### config.mk
export PLATFORM = sky130hd
export DESIGN_NAME = note_lane_scheduler_flat
export DESIGN_NICKNAME = d
export VERILOG_FILES = /design/src/rtl/note_lane_scheduler_if.sv /design/src/rtl/note_lane_scheduler.sv /design/src/flat_wrapper.sv
export SDC_FILE = /design/constraint.sdc
export NUM_CORES = 1
export LEC_CHECK = 0
export BUFFER_PORTS_ARGS = -buffer_cell sky130_fd_sc_hd__buf_2
export CAP_MARGIN = 20
export CELL_PAD_IN_SITES_DETAIL_PLACEMENT = 0
export CELL_PAD_IN_SITES_GLOBAL_PLACEMENT = 2
export CORE_ASPECT_RATIO = 0.6
export CORE_UTILIZATION = 41
export CTS_CLUSTER_SIZE = 10
export DETAILED_ROUTE_END_ITERATION = 16
export PLACE_DENSITY = 0.83
export SLEW_MARGIN = 25
export SYNTH_ARGS = -nofsm -noshare
export SYNTH_HDL_FRONTEND = slang
export SYNTH_SLANG_ARGS = --single-unit
### constraint.sdc
create_clock -name clk -period 5.98 [get_ports clk]
set_input_delay 1.196 -clock clk [delete_from_list [all_inputs] [get_ports clk]]
set_output_delay 1.196 -clock clk [all_outputs]
set_load 0.02 [all_outputs]
### src/rtl/note_lane_scheduler_if.sv
// note_lane_scheduler_if: frame, spawn, pixel-query and status signals of the note lane scheduler.
// master drives frame/spawn/pixel inputs; slave is the scheduler.
interface note_lane_scheduler_if #(parameter int SLOTS = 4);
    logic             frame_tick;
    logic             spawn_valid;
    logic [1:0]       spawn_lane;
    logic             spawn_ready;
    logic [9:0]       px;
    logic [8:0]       py;
    logic             hit;
    logic [1:0]       hit_color;
    logic [11:0]      sprite_addr;
    logic             miss_pulse;
    logic [1:0]       miss_lane;
    logic [SLOTS-1:0] live_mask;
    modport master (
        output frame_tick, spawn_valid, spawn_lane, px, py,
        input  spawn_ready, hit, hit_color, sprite_addr, miss_pulse, miss_lane, live_mask
    );
    modport slave (
        input  frame_tick, spawn_valid, spawn_lane, px, py,
        output spawn_ready, hit, hit_color, sprite_addr, miss_pulse, miss_lane, live_mask
    );
endinterface

### src/rtl/note_lane_scheduler.sv
// note_lane_scheduler: note slot pool with per-frame advance/retire and registered sprite-ROM pixel arbitration.
// Optional NOTE_SCHED_AUTOSPAWN_EN adds LFSR-driven spawns every SPAWN_PERIOD frames.
module note_lane_scheduler #(
    parameter int SLOTS        = 4,
    parameter int LANE_PITCH   = 80,
    parameter int SPRITE_SIZE  = 51,
    parameter int SCREEN_H     = 480,
    parameter int SPEED        = 1,
    parameter int SPAWN_PERIOD = 60
) (
    input logic                  clk,
    input logic                  reset,
    note_lane_scheduler_if.slave bus
);
    localparam int IW = (SLOTS > 1) ? $clog2(SLOTS) : 1;

    typedef enum logic {IDLE, UPDATE} state_t;

    state_t           state_q, state_d;
    logic [IW-1:0]    idx_q, idx_d;
    logic             pending_q, pending_d;
    logic [SLOTS-1:0] valid_q, valid_d;
    logic [1:0]       lane_q [SLOTS];
    logic [1:0]       lane_d [SLOTS];
    logic [9:0]       y_q [SLOTS];
    logic [9:0]       y_d [SLOTS];
    logic             hit_q, hit_d;
    logic [1:0]       hit_color_q, hit_color_d;
    logic [11:0]      sprite_addr_q, sprite_addr_d;
    logic             miss_pulse_q, miss_pulse_d;
    logic [1:0]       miss_lane_q, miss_lane_d;
    logic             any_free;
    logic [IW-1:0]    free_idx;
    logic             spawn_go;
    logic [1:0]       spawn_lane_sel;
    logic [9:0]       sx [SLOTS];
    logic [9:0]       pyw;
    logic [10:0]      y_next;

    assign bus.spawn_ready = (state_q == IDLE) && any_free;
    assign bus.hit         = hit_q;
    assign bus.hit_color   = hit_color_q;
    assign bus.sprite_addr = sprite_addr_q;
    assign bus.miss_pulse  = miss_pulse_q;
    assign bus.miss_lane   = miss_lane_q;
    assign bus.live_mask   = valid_q;

    always_comb begin
        any_free = 1'b0;
        free_idx = '0;
        for (int i = SLOTS - 1; i >= 0; i--) begin
            if (!valid_q[i]) begin
                any_free = 1'b1;
                free_idx = IW'(i);
            end
        end
    end

`ifdef NOTE_SCHED_AUTOSPAWN_EN
    logic [15:0] lfsr_q, lfsr_d;
    logic [15:0] frame_cnt_q, frame_cnt_d;
    logic        auto_fire;

    // Auto-spawn fires on the frame_tick that completes a period and outranks spawn_valid.
    always_comb begin
        auto_fire      = bus.frame_tick && (frame_cnt_q == 16'(SPAWN_PERIOD - 1));
        frame_cnt_d    = bus.frame_tick ? (auto_fire ? 16'd0 : frame_cnt_q + 16'd1) : frame_cnt_q;
        lfsr_d         = bus.frame_tick ? {lfsr_q[14:0], lfsr_q[15] ^ lfsr_q[13] ^ lfsr_q[12] ^ lfsr_q[10]} : lfsr_q;
        spawn_go       = bus.spawn_ready && (auto_fire || bus.spawn_valid);
        spawn_lane_sel = auto_fire ? lfsr_q[1:0] : bus.spawn_lane;
    end

    always_ff @(posedge clk or posedge reset) begin
        if (reset) begin
            lfsr_q      <= 16'hACE1;
            frame_cnt_q <= '0;
        end else begin
            lfsr_q      <= lfsr_d;
            frame_cnt_q <= frame_cnt_d;
        end
    end
`else
    always_comb begin
        spawn_go       = bus.spawn_ready && bus.spawn_valid;
        spawn_lane_sel = bus.spawn_lane;
    end
`endif

    always_comb begin
        state_d      = state_q;
        idx_d        = idx_q;
        pending_d    = pending_q;
        valid_d      = valid_q;
        lane_d       = lane_q;
        y_d          = y_q;
        miss_pulse_d = 1'b0;
        miss_lane_d  = miss_lane_q;
        y_next       = {1'b0, y_q[idx_q]} + 11'(SPEED);
        if (state_q == IDLE) begin
            // Spawn lands before the pass starts so a same-cycle tick also advances it.
            if (spawn_go) begin
                valid_d[free_idx] = 1'b1;
                lane_d[free_idx]  = spawn_lane_sel;
                y_d[free_idx]     = '0;
            end
            if (bus.frame_tick || pending_q) begin
                state_d   = UPDATE;
                idx_d     = '0;
                pending_d = 1'b0;
            end
        end else begin
            if (bus.frame_tick) pending_d = 1'b1;
            if (valid_q[idx_q]) begin
                if (y_next >= 11'(SCREEN_H)) begin
                    valid_d[idx_q] = 1'b0;
                    miss_pulse_d   = 1'b1;
                    miss_lane_d    = lane_q[idx_q];
                end else begin
                    y_d[idx_q] = y_next[9:0];
                end
            end
            idx_d   = idx_q + IW'(1);
            state_d = (idx_q == IW'(SLOTS - 1)) ? IDLE : UPDATE;
        end
    end

    always_comb begin
        pyw           = {1'b0, bus.py};
        hit_d         = 1'b0;
        hit_color_d   = '0;
        sprite_addr_d = '0;
        // Walk from the top index down so the lowest matching slot is written last and wins.
        for (int i = SLOTS - 1; i >= 0; i--) begin
            sx[i] = 10'(32'(lane_q[i]) * LANE_PITCH);
            if (valid_q[i] && sx[i] < bus.px && bus.px < sx[i] + 10'(SPRITE_SIZE)
                && y_q[i] < pyw && pyw < y_q[i] + 10'(SPRITE_SIZE)) begin
                hit_d         = 1'b1;
                hit_color_d   = lane_q[i];
                sprite_addr_d = 12'(bus.px - sx[i]) + 12'(pyw - y_q[i]) * 12'(SPRITE_SIZE);
            end
        end
    end

    always_ff @(posedge clk or posedge reset) begin
        if (reset) begin
            state_q       <= IDLE;
            idx_q         <= '0;
            pending_q     <= 1'b0;
            valid_q       <= '0;
            for (int i = 0; i < SLOTS; i++) begin
                lane_q[i] <= '0;
                y_q[i]    <= '0;
            end
            hit_q         <= 1'b0;
            hit_color_q   <= '0;
            sprite_addr_q <= '0;
            miss_pulse_q  <= 1'b0;
            miss_lane_q   <= '0;
        end else begin
            state_q       <= state_d;
            idx_q         <= idx_d;
            pending_q     <= pending_d;
            valid_q       <= valid_d;
            lane_q        <= lane_d;
            y_q           <= y_d;
            hit_q         <= hit_d;
            hit_color_q   <= hit_color_d;
            sprite_addr_q <= sprite_addr_d;
            miss_pulse_q  <= miss_pulse_d;
            miss_lane_q   <= miss_lane_d;
        end
    end
endmodule
### src/flat_wrapper.sv
// flat-port wrapper written by rule: the top's interface ports become plain ports
module note_lane_scheduler_flat 
#(
    parameter int SLOTS        = 4,
    parameter int LANE_PITCH   = 80,
    parameter int SPRITE_SIZE  = 51,
    parameter int SCREEN_H     = 480,
    parameter int SPEED        = 1,
    parameter int SPAWN_PERIOD = 60
)
  (clk, reset, bus_frame_tick, bus_spawn_valid, bus_spawn_lane, bus_px, bus_py, bus_spawn_ready, bus_hit, bus_hit_color, bus_sprite_addr, bus_miss_pulse, bus_miss_lane, bus_live_mask);
  note_lane_scheduler_if #(.SLOTS(SLOTS)) bus_i ();
  input logic clk;
  input logic reset;
  input wire logic [$bits(bus_i.frame_tick)-1:0] bus_frame_tick;
  input wire logic [$bits(bus_i.spawn_valid)-1:0] bus_spawn_valid;
  input wire logic [$bits(bus_i.spawn_lane)-1:0] bus_spawn_lane;
  input wire logic [$bits(bus_i.px)-1:0] bus_px;
  input wire logic [$bits(bus_i.py)-1:0] bus_py;
  output wire logic [$bits(bus_i.spawn_ready)-1:0] bus_spawn_ready;
  output wire logic [$bits(bus_i.hit)-1:0] bus_hit;
  output wire logic [$bits(bus_i.hit_color)-1:0] bus_hit_color;
  output wire logic [$bits(bus_i.sprite_addr)-1:0] bus_sprite_addr;
  output wire logic [$bits(bus_i.miss_pulse)-1:0] bus_miss_pulse;
  output wire logic [$bits(bus_i.miss_lane)-1:0] bus_miss_lane;
  output wire logic [$bits(bus_i.live_mask)-1:0] bus_live_mask;
  assign bus_i.frame_tick = bus_frame_tick;
  assign bus_i.spawn_valid = bus_spawn_valid;
  assign bus_i.spawn_lane = bus_spawn_lane;
  assign bus_i.px = bus_px;
  assign bus_i.py = bus_py;
  assign bus_spawn_ready = bus_i.spawn_ready;
  assign bus_hit = bus_i.hit;
  assign bus_hit_color = bus_i.hit_color;
  assign bus_sprite_addr = bus_i.sprite_addr;
  assign bus_miss_pulse = bus_i.miss_pulse;
  assign bus_miss_lane = bus_i.miss_lane;
  assign bus_live_mask = bus_i.live_mask;
  note_lane_scheduler #(.SLOTS(SLOTS), .LANE_PITCH(LANE_PITCH), .SPRITE_SIZE(SPRITE_SIZE), .SCREEN_H(SCREEN_H), .SPEED(SPEED), .SPAWN_PERIOD(SPAWN_PERIOD)) u_core (.clk(clk), .reset(reset), .bus(bus_i));
endmodule
; ---- After elaboration in Yosys (flattened, before gate mapping)
; Index checks and enable logic that the tools add are counted.
[totals]
reg_bits = 74
inputBits = 25
out_inout_bits = 23
[classes]
add_sub_neg = 22
n_mul = 8
order_cmp = 25
eq_ne = 5
n_mux = 59
n_bitwise = 8
reduce_logical = 30
[ops]
columns = op, n
row1 = $mux W40, 4
row2 = $lt A9 B10 Y1, 8
row3 = $add A12 B12 Y12, 4
row4 = $mul A12 B6 Y12 const B, 4
row5 = $mux W12, 4
row6 = $sub A10 B9 Y11, 4
row7 = $sub A9 B10 Y11, 4
row8 = $add A10 B6 Y10 const B, 4
row9 = $add A9 B6 Y10 const B, 4
row10 = $and A40 B40 Y40, 1
row11 = $bwmux W40, 1
row12 = $demux W10 S2, 2
row13 = $lt A10 B10 Y1, 4
row14 = $lt A10 B9 Y1, 4
row15 = $mux W10, 4
row16 = $not A40 Y40, 1
row17 = $mux W2, 13
row18 = $logic_and A1 B1 Y1, 22
row19 = $bmux W10 S2, 1
row20 = $mul A2 B3 Y5 const B, 4
row21 = $mux W1, 20
row22 = $mux W4, 4
row23 = $add A10 B1 Y11 const B, 1
row24 = $ge A11 B9 Y1 const B, 1
row25 = 21 further kinds, 34

; ---- Depth between registers and ports, before layout
[depth]
depth_word = 13
ltp_mapped = 25

; ---- Least setup slack after synthesis
; No wires, ideal clock.
[synth_timing]
path_kind = input -> register
start = in bus_py[0]
end = reg u_core.sprite_addr_q[11] (netlist: u_core.bus.sprite_addr[11])
t_arrival_ns = 6.329
t_required_ns = 5.854
path_slack_ns = -0.475
path_stages = 23
path_cell_list = inv_1 -> ha_1 -> inv_1 -> fa_1 -> a21o_1 -> a21oi_1 -> o21bai_1 -> a21oi_1 -> o21bai_1 -> a21oi_1 -> xnor2_1 -> ha_1 -> fa_1 -> fa_1 -> inv_1 -> fa_1 -> inv_1 -> ha_1 -> o41ai_1 -> o21ai_0 -> xnor2_1 -> o22ai_1 -> a311o_1
[synth_between]
elab_chain_len = 7
[synth_rtl]
columns = element, line
row1 = from (decl), flat_wrapper.sv:19  ; input wire logic [$bits(bus_i.py)-1:0] bus_py;
row2 = $sub A9 B10 Y11 or $lt A10 B9 Y1 (tied branches), "note_lane_scheduler.sv:139, note_lane_scheduler.sv:136"
row3 = $mul A12 B6 Y12 or $logic_and A1 B1 Y1 (tied branches), "note_lane_scheduler.sv:139, note_lane_scheduler.sv:136"
row4 = $add A12 B12 Y12 or $logic_and A1 B1 Y1 (tied branches), "note_lane_scheduler.sv:139, note_lane_scheduler.sv:136"
row5 = $mux W12 (3 in a row), note_lane_scheduler.sv:135  ; if (valid_q[i] && sx[i] < bus.px && bus.px < sx[i] + 10'(SPRITE_SIZE)
row6 = $mux W12 (*), note_lane_scheduler.sv:135
row7 = named net u_core.sprite_addr_d[11], note_lane_scheduler.sv:29  ; logic [11:0] sprite_addr_q, sprite_addr_d;
row8 = to (signal assigned), note_lane_scheduler.sv:168  ; sprite_addr_q <= sprite_addr_d;
row9 = to (decl), note_lane_scheduler.sv:29
; The timed path passes the listed nets; every way through them passes the cells marked *.
; A chain may end at the register's enable or synchronous reset.

; ---- Final worst setup path
; Ends and elaborated chain as after synthesis.

==> results by group <==
Yosys
  – Synth top area share: 0.2321
  – Yosys warns: 0
  – EDFF count, synth: 0
  – Complex-gate fraction of the synthesized area: 0.1348
  – Post-synthesis register bit count: 74
  – Synth top area cells: ha_1, dfrtp_1, fa_1
  – Mean Syn Cell Area: 9.023 sq um
  – Most common flop cell mapped by yosys: dfrtp_1
  – Largest family of logic cells by synthesized area: adder cells
  – Post-synth cell types: 73
  – Cells after Synth: between 1000 and 1500
  – Mapped Area: 12720 sq um
  – Simple-Gate Fraction of Synth Area: 0.1120
  – XOR/XNOR Fraction of Synth Area: 0.09363
  – Sequential area share after synthesis: 0.1456
  – Biggest area consumer among synthesized cells: ha_1
  – Async SR Flop Fraction: 1.000
  – Mux cell area share after synthesis: 0.06098
  – Syn_nets: 1759
  – Synthesized-area fraction occupied by adder cells: 0.3706

Setup path
  – R2R Path End: u_core.bus.sprite_addr[11]$_DFF_PP0_
  – Crit path arrival time: between 6 and 7 ns
  – CP endpoint: u_core.bus.sprite_addr[11]$_DFF_PP0_
  – Type of origin of the critical path: primary input
  – Reg2reg start: u_core.y_q[11]$_DFFE_PP0P_
  – CP delay by family, top: adder cells
  – Crit path from: bus_py[0]
  – CP endpoint kind: flop
  – Setup CP Type: primary input to flop
  – Crit path buf inv count: 6
  – Reg2Reg Depth: 23
  – CP max FO: 4
  – Slowest cell on the critical path: fa_1
  – R2r setup slk: 0.52 ns
  – Max incr delay on CP: 0.55 ns
  – Critical Path RT: 6.22 ns
  – Critical path depth: 25

Placement
  – Port bufs: between 40 and 50
  – Pre-CTS setup slack: -0.7327 ns
  – Post-Place Cells: 2029
  – RePlAce Congestion: a little under 1
  – DP HPWL: 33.83 mm

STA
  – Max Clk Rate: 165.4 MHz
  – PnR worst setup slack: -0.06596 ns
  – Fin. Hold Viols: 0
  – Fin crit share: 1.011
  – Fin crit period: slightly above 6 ns
  – RSZ-0062 raised after global routing: true
  – Relative slew slack: 0.3568
  – Slew @ Worst Pin: 0.9579 ns
  – Final setup vio count: 2
  – Clk_skew: 0.009125 ns
  – Max-slew violations: 0

Floorplanning
  – Effective utilization at floorplan: 0.4209
  – Core ar.: 30230 sq um
  – IO Pins: 48
  – Die Y: 138.4 um
  – Die W: 229.4 um
  – Row count: 49
  – Die area: 31760 sq um

Clock network
  – H-tree Lvls: 3
  – Cts hold-fix bufs: 0
  – Clock transition at the registers of the reported paths: ~0.070 ns
  – Worst-case clock buffer depth: 2
  – CTS Sinks: 74
  – Clk Latency, worst-skew pair: 0.36 ns
  – CTS Buf Count: 9
  – CTS tree: built
  – Root Driver: clkbuf_16

Cells and area
  – Post-Layout Cell Count: roughly 2100
  – Layout area overhead: 23.56%
  – Layout Nets: 1995
  – Fraction of layout cells with a size suffix above 1: 0.2399

Route
  – Remaining DRCs: 0
  – Routed wire per std cell: between 15 and 20 um
  – Post-route ant nets: 0
  – Total Wirelength: 39.72 mm
  – Drt first pass iters: 5
  – Via/cell ratio: 5.270
  – Drt initial violations: 786
  – Via count: ~11000

Global routing
  – Total GRT Usage: 0.2503
  – Vias in the first global route: 10380
  – Global-route wire length before repair: between 60 and 70 mm
  – Largest net degree at the start of global routing: 75
  – Initial antenna violation count: 0
  – Overflow left after global routing: 0

Worst hold path
  – Hold crit path type: flop to flop

Job
  – Max_cap viols: 0

Status
  – Failing checks: setup timing
  – Status: finished, violations left
==> state kept, by name, indices dropped and copies added (netlist names) <==
name                    cells
u_core.y_q                 40
u_core.bus.sprite_addr     12
u_core.lane_q               8
u_core.bus.live_mask        4
u_core.bus.hit_color        2
u_core.bus.miss_lane        2
u_core.idx_q                2
u_core.bus.hit              1
u_core.bus.miss_pulse       1
u_core.pending_q            1
u_core.state_q              1
==> cell families (layout without fill, tap and decap cells) <==
kind of cell             after synthesis  count (layout)
adder cells (fa/ha/maj)              324             324
AND/OR/NAND/NOR                      293             293
buffers and inverters                267             508
AO/OA/AOI/OAI                        256             256
XOR/XNOR                             136             136
flip-flops                            74              74
multiplexers                          60              60
other                                  0               1
==> worst register-to-register path: stages, from the launching register on <==
cell and delay (ns):
dfrtp_1 0.47, inv_1 0.15, ha_1 0.31, nor2b_1 0.13
o21a_1 0.17, o21ai_1 0.20, nand2b_1 0.08, a21oi_1 0.20
xnor2_1 0.12, buf_4 0.14, ha_1 0.33, ha_1 0.31
inv_1 0.08, fa_1 0.44, fa_1 0.55, inv_1 0.04
ha_1 0.25, a211oi_1 0.21, o21bai_1 0.14, a21o_1 0.20
a21oi_2 0.18, o21ai_2 0.09, xnor2_2 0.19, a311o_1 0.38
==> metrics by stage <==
stage               utilization  cell area [sq um]  hold slack, ns  setup TNS, ns
floorplan                     -              12960          0.4984              0
global placement         0.4965              15010          0.4669         -2.368
detailed placement       0.4965              15010          0.4744         -2.665
CTS                      0.5110              15450          0.4912        -0.1063
global route             0.5200              15720          0.5009        -0.7919
finish                   0.5201              15720          0.4897        -0.1071
==> layer usage <==
metal / wire length (um) / GRT usage
met1: 20110 / 0.3913
met2: 15930 / 0.3414
met3: 3482 / 0.07116
met4: 200 / 0.03263
met5: 0 / 0
==> synth_stat cells, types with 4 or more instances <==
master / count
mux4_2: 13
o211ai_1: 14
a31oi_1: 8
o221ai_1: 5
o31a_1: 5
inv_1: 244
dfrtp_1: 74
o21ai_1: 20
buf_6: 5
nor3_1: 19
a21oi_1: 57
clkbuf_1: 12
a21o_1: 25
and3_1: 7
o211a_1: 4
mux2_2: 8
nand4_1: 11
and2_1: 9
buf_2: 4
o21a_1: 11
ha_1: 236
xor2_1: 40
xnor2_1: 96
nor2_1: 70
mux2i_1: 37
o41ai_1: 5
nand3_1: 17
fa_1: 88
o22ai_1: 4
a211oi_1: 6
nor4_1: 8
nor2b_1: 20
o21bai_1: 13
o21ai_0: 41
nor4b_1: 4
nand2b_1: 10
nand2_1: 96
or2_2: 4
==> cell usage in the layout, fill, tap and decap left out, drive strengths merged, types with 9 or more instances in the layout <==
cell    Yosys  final
mux2       10     10
xor2       40     40
a21oi      57     57
ha        236    236
nand2b     10     10
buf        11    248
nor2       71     71
o21bai     13     13
nor2b      20     20
clkbuf     12      9
nand4      11     11
nand2      96     96
o21ai      61     61
fa         88     88
inv       244    246
dfrtp      74     74
a21o       25     25
nor3       19     19
mux2i      37     37
nand3      17     17
mux4       13     13
xnor2      96     96
o211ai     15     15
and2       11     11
o21a       11     11
==> area by class of cell <==
class / instances / area (sq um)
Fill cell: 2853 / 14510
Multi-Input combinational cell: 1069 / 10330
Sequential cell: 74 / 1852
Timing Repair Buffer: 248 / 1798
Inverter: 244 / 920.9
Tap cell: 408 / 510.5
Clock buffer: 9 / 225.2
Clock inverter: 7 / 82.58
Antenna cell: 1 / 2.502
==> worst min path at each step <==
stage | startpoint | cells past startpoint | to | slack (ns)
finish | u_core.bus.miss_lane[0]$_DFFE_PP0P_ | 1 | u_core.bus.miss_lane[0]$_DFFE_PP0P_ | 0.49
global route | u_core.bus.miss_lane[1]$_DFFE_PP0P_ | 1 | u_core.bus.miss_lane[1]$_DFFE_PP0P_ | 0.50
CTS | u_core.bus.miss_lane[0]$_DFFE_PP0P_ | 1 | u_core.bus.miss_lane[0]$_DFFE_PP0P_ | 0.49
detailed placement | u_core.bus.miss_lane[0]$_DFFE_PP0P_ | 1 | u_core.bus.miss_lane[0]$_DFFE_PP0P_ | 0.47
global placement | u_core.bus.miss_lane[1]$_DFFE_PP0P_ | 1 | u_core.bus.miss_lane[1]$_DFFE_PP0P_ | 0.47
floorplan | u_core.pending_q$_DFFE_PP0P_ | 2 | u_core.state_q$_DFF_PP0_ | 0.50
==> what timing repair did <==
action | CTS | global route
resized for setup | 21 | 36
endpoints found under the setup margin | 4 | 5
pin swaps | 37 | 77
buffers inserted | 3 | 12
Power is left out: the tool's default activity adds up to more than one toggle a clock period on the data nets, which glitch-free logic cannot reach.
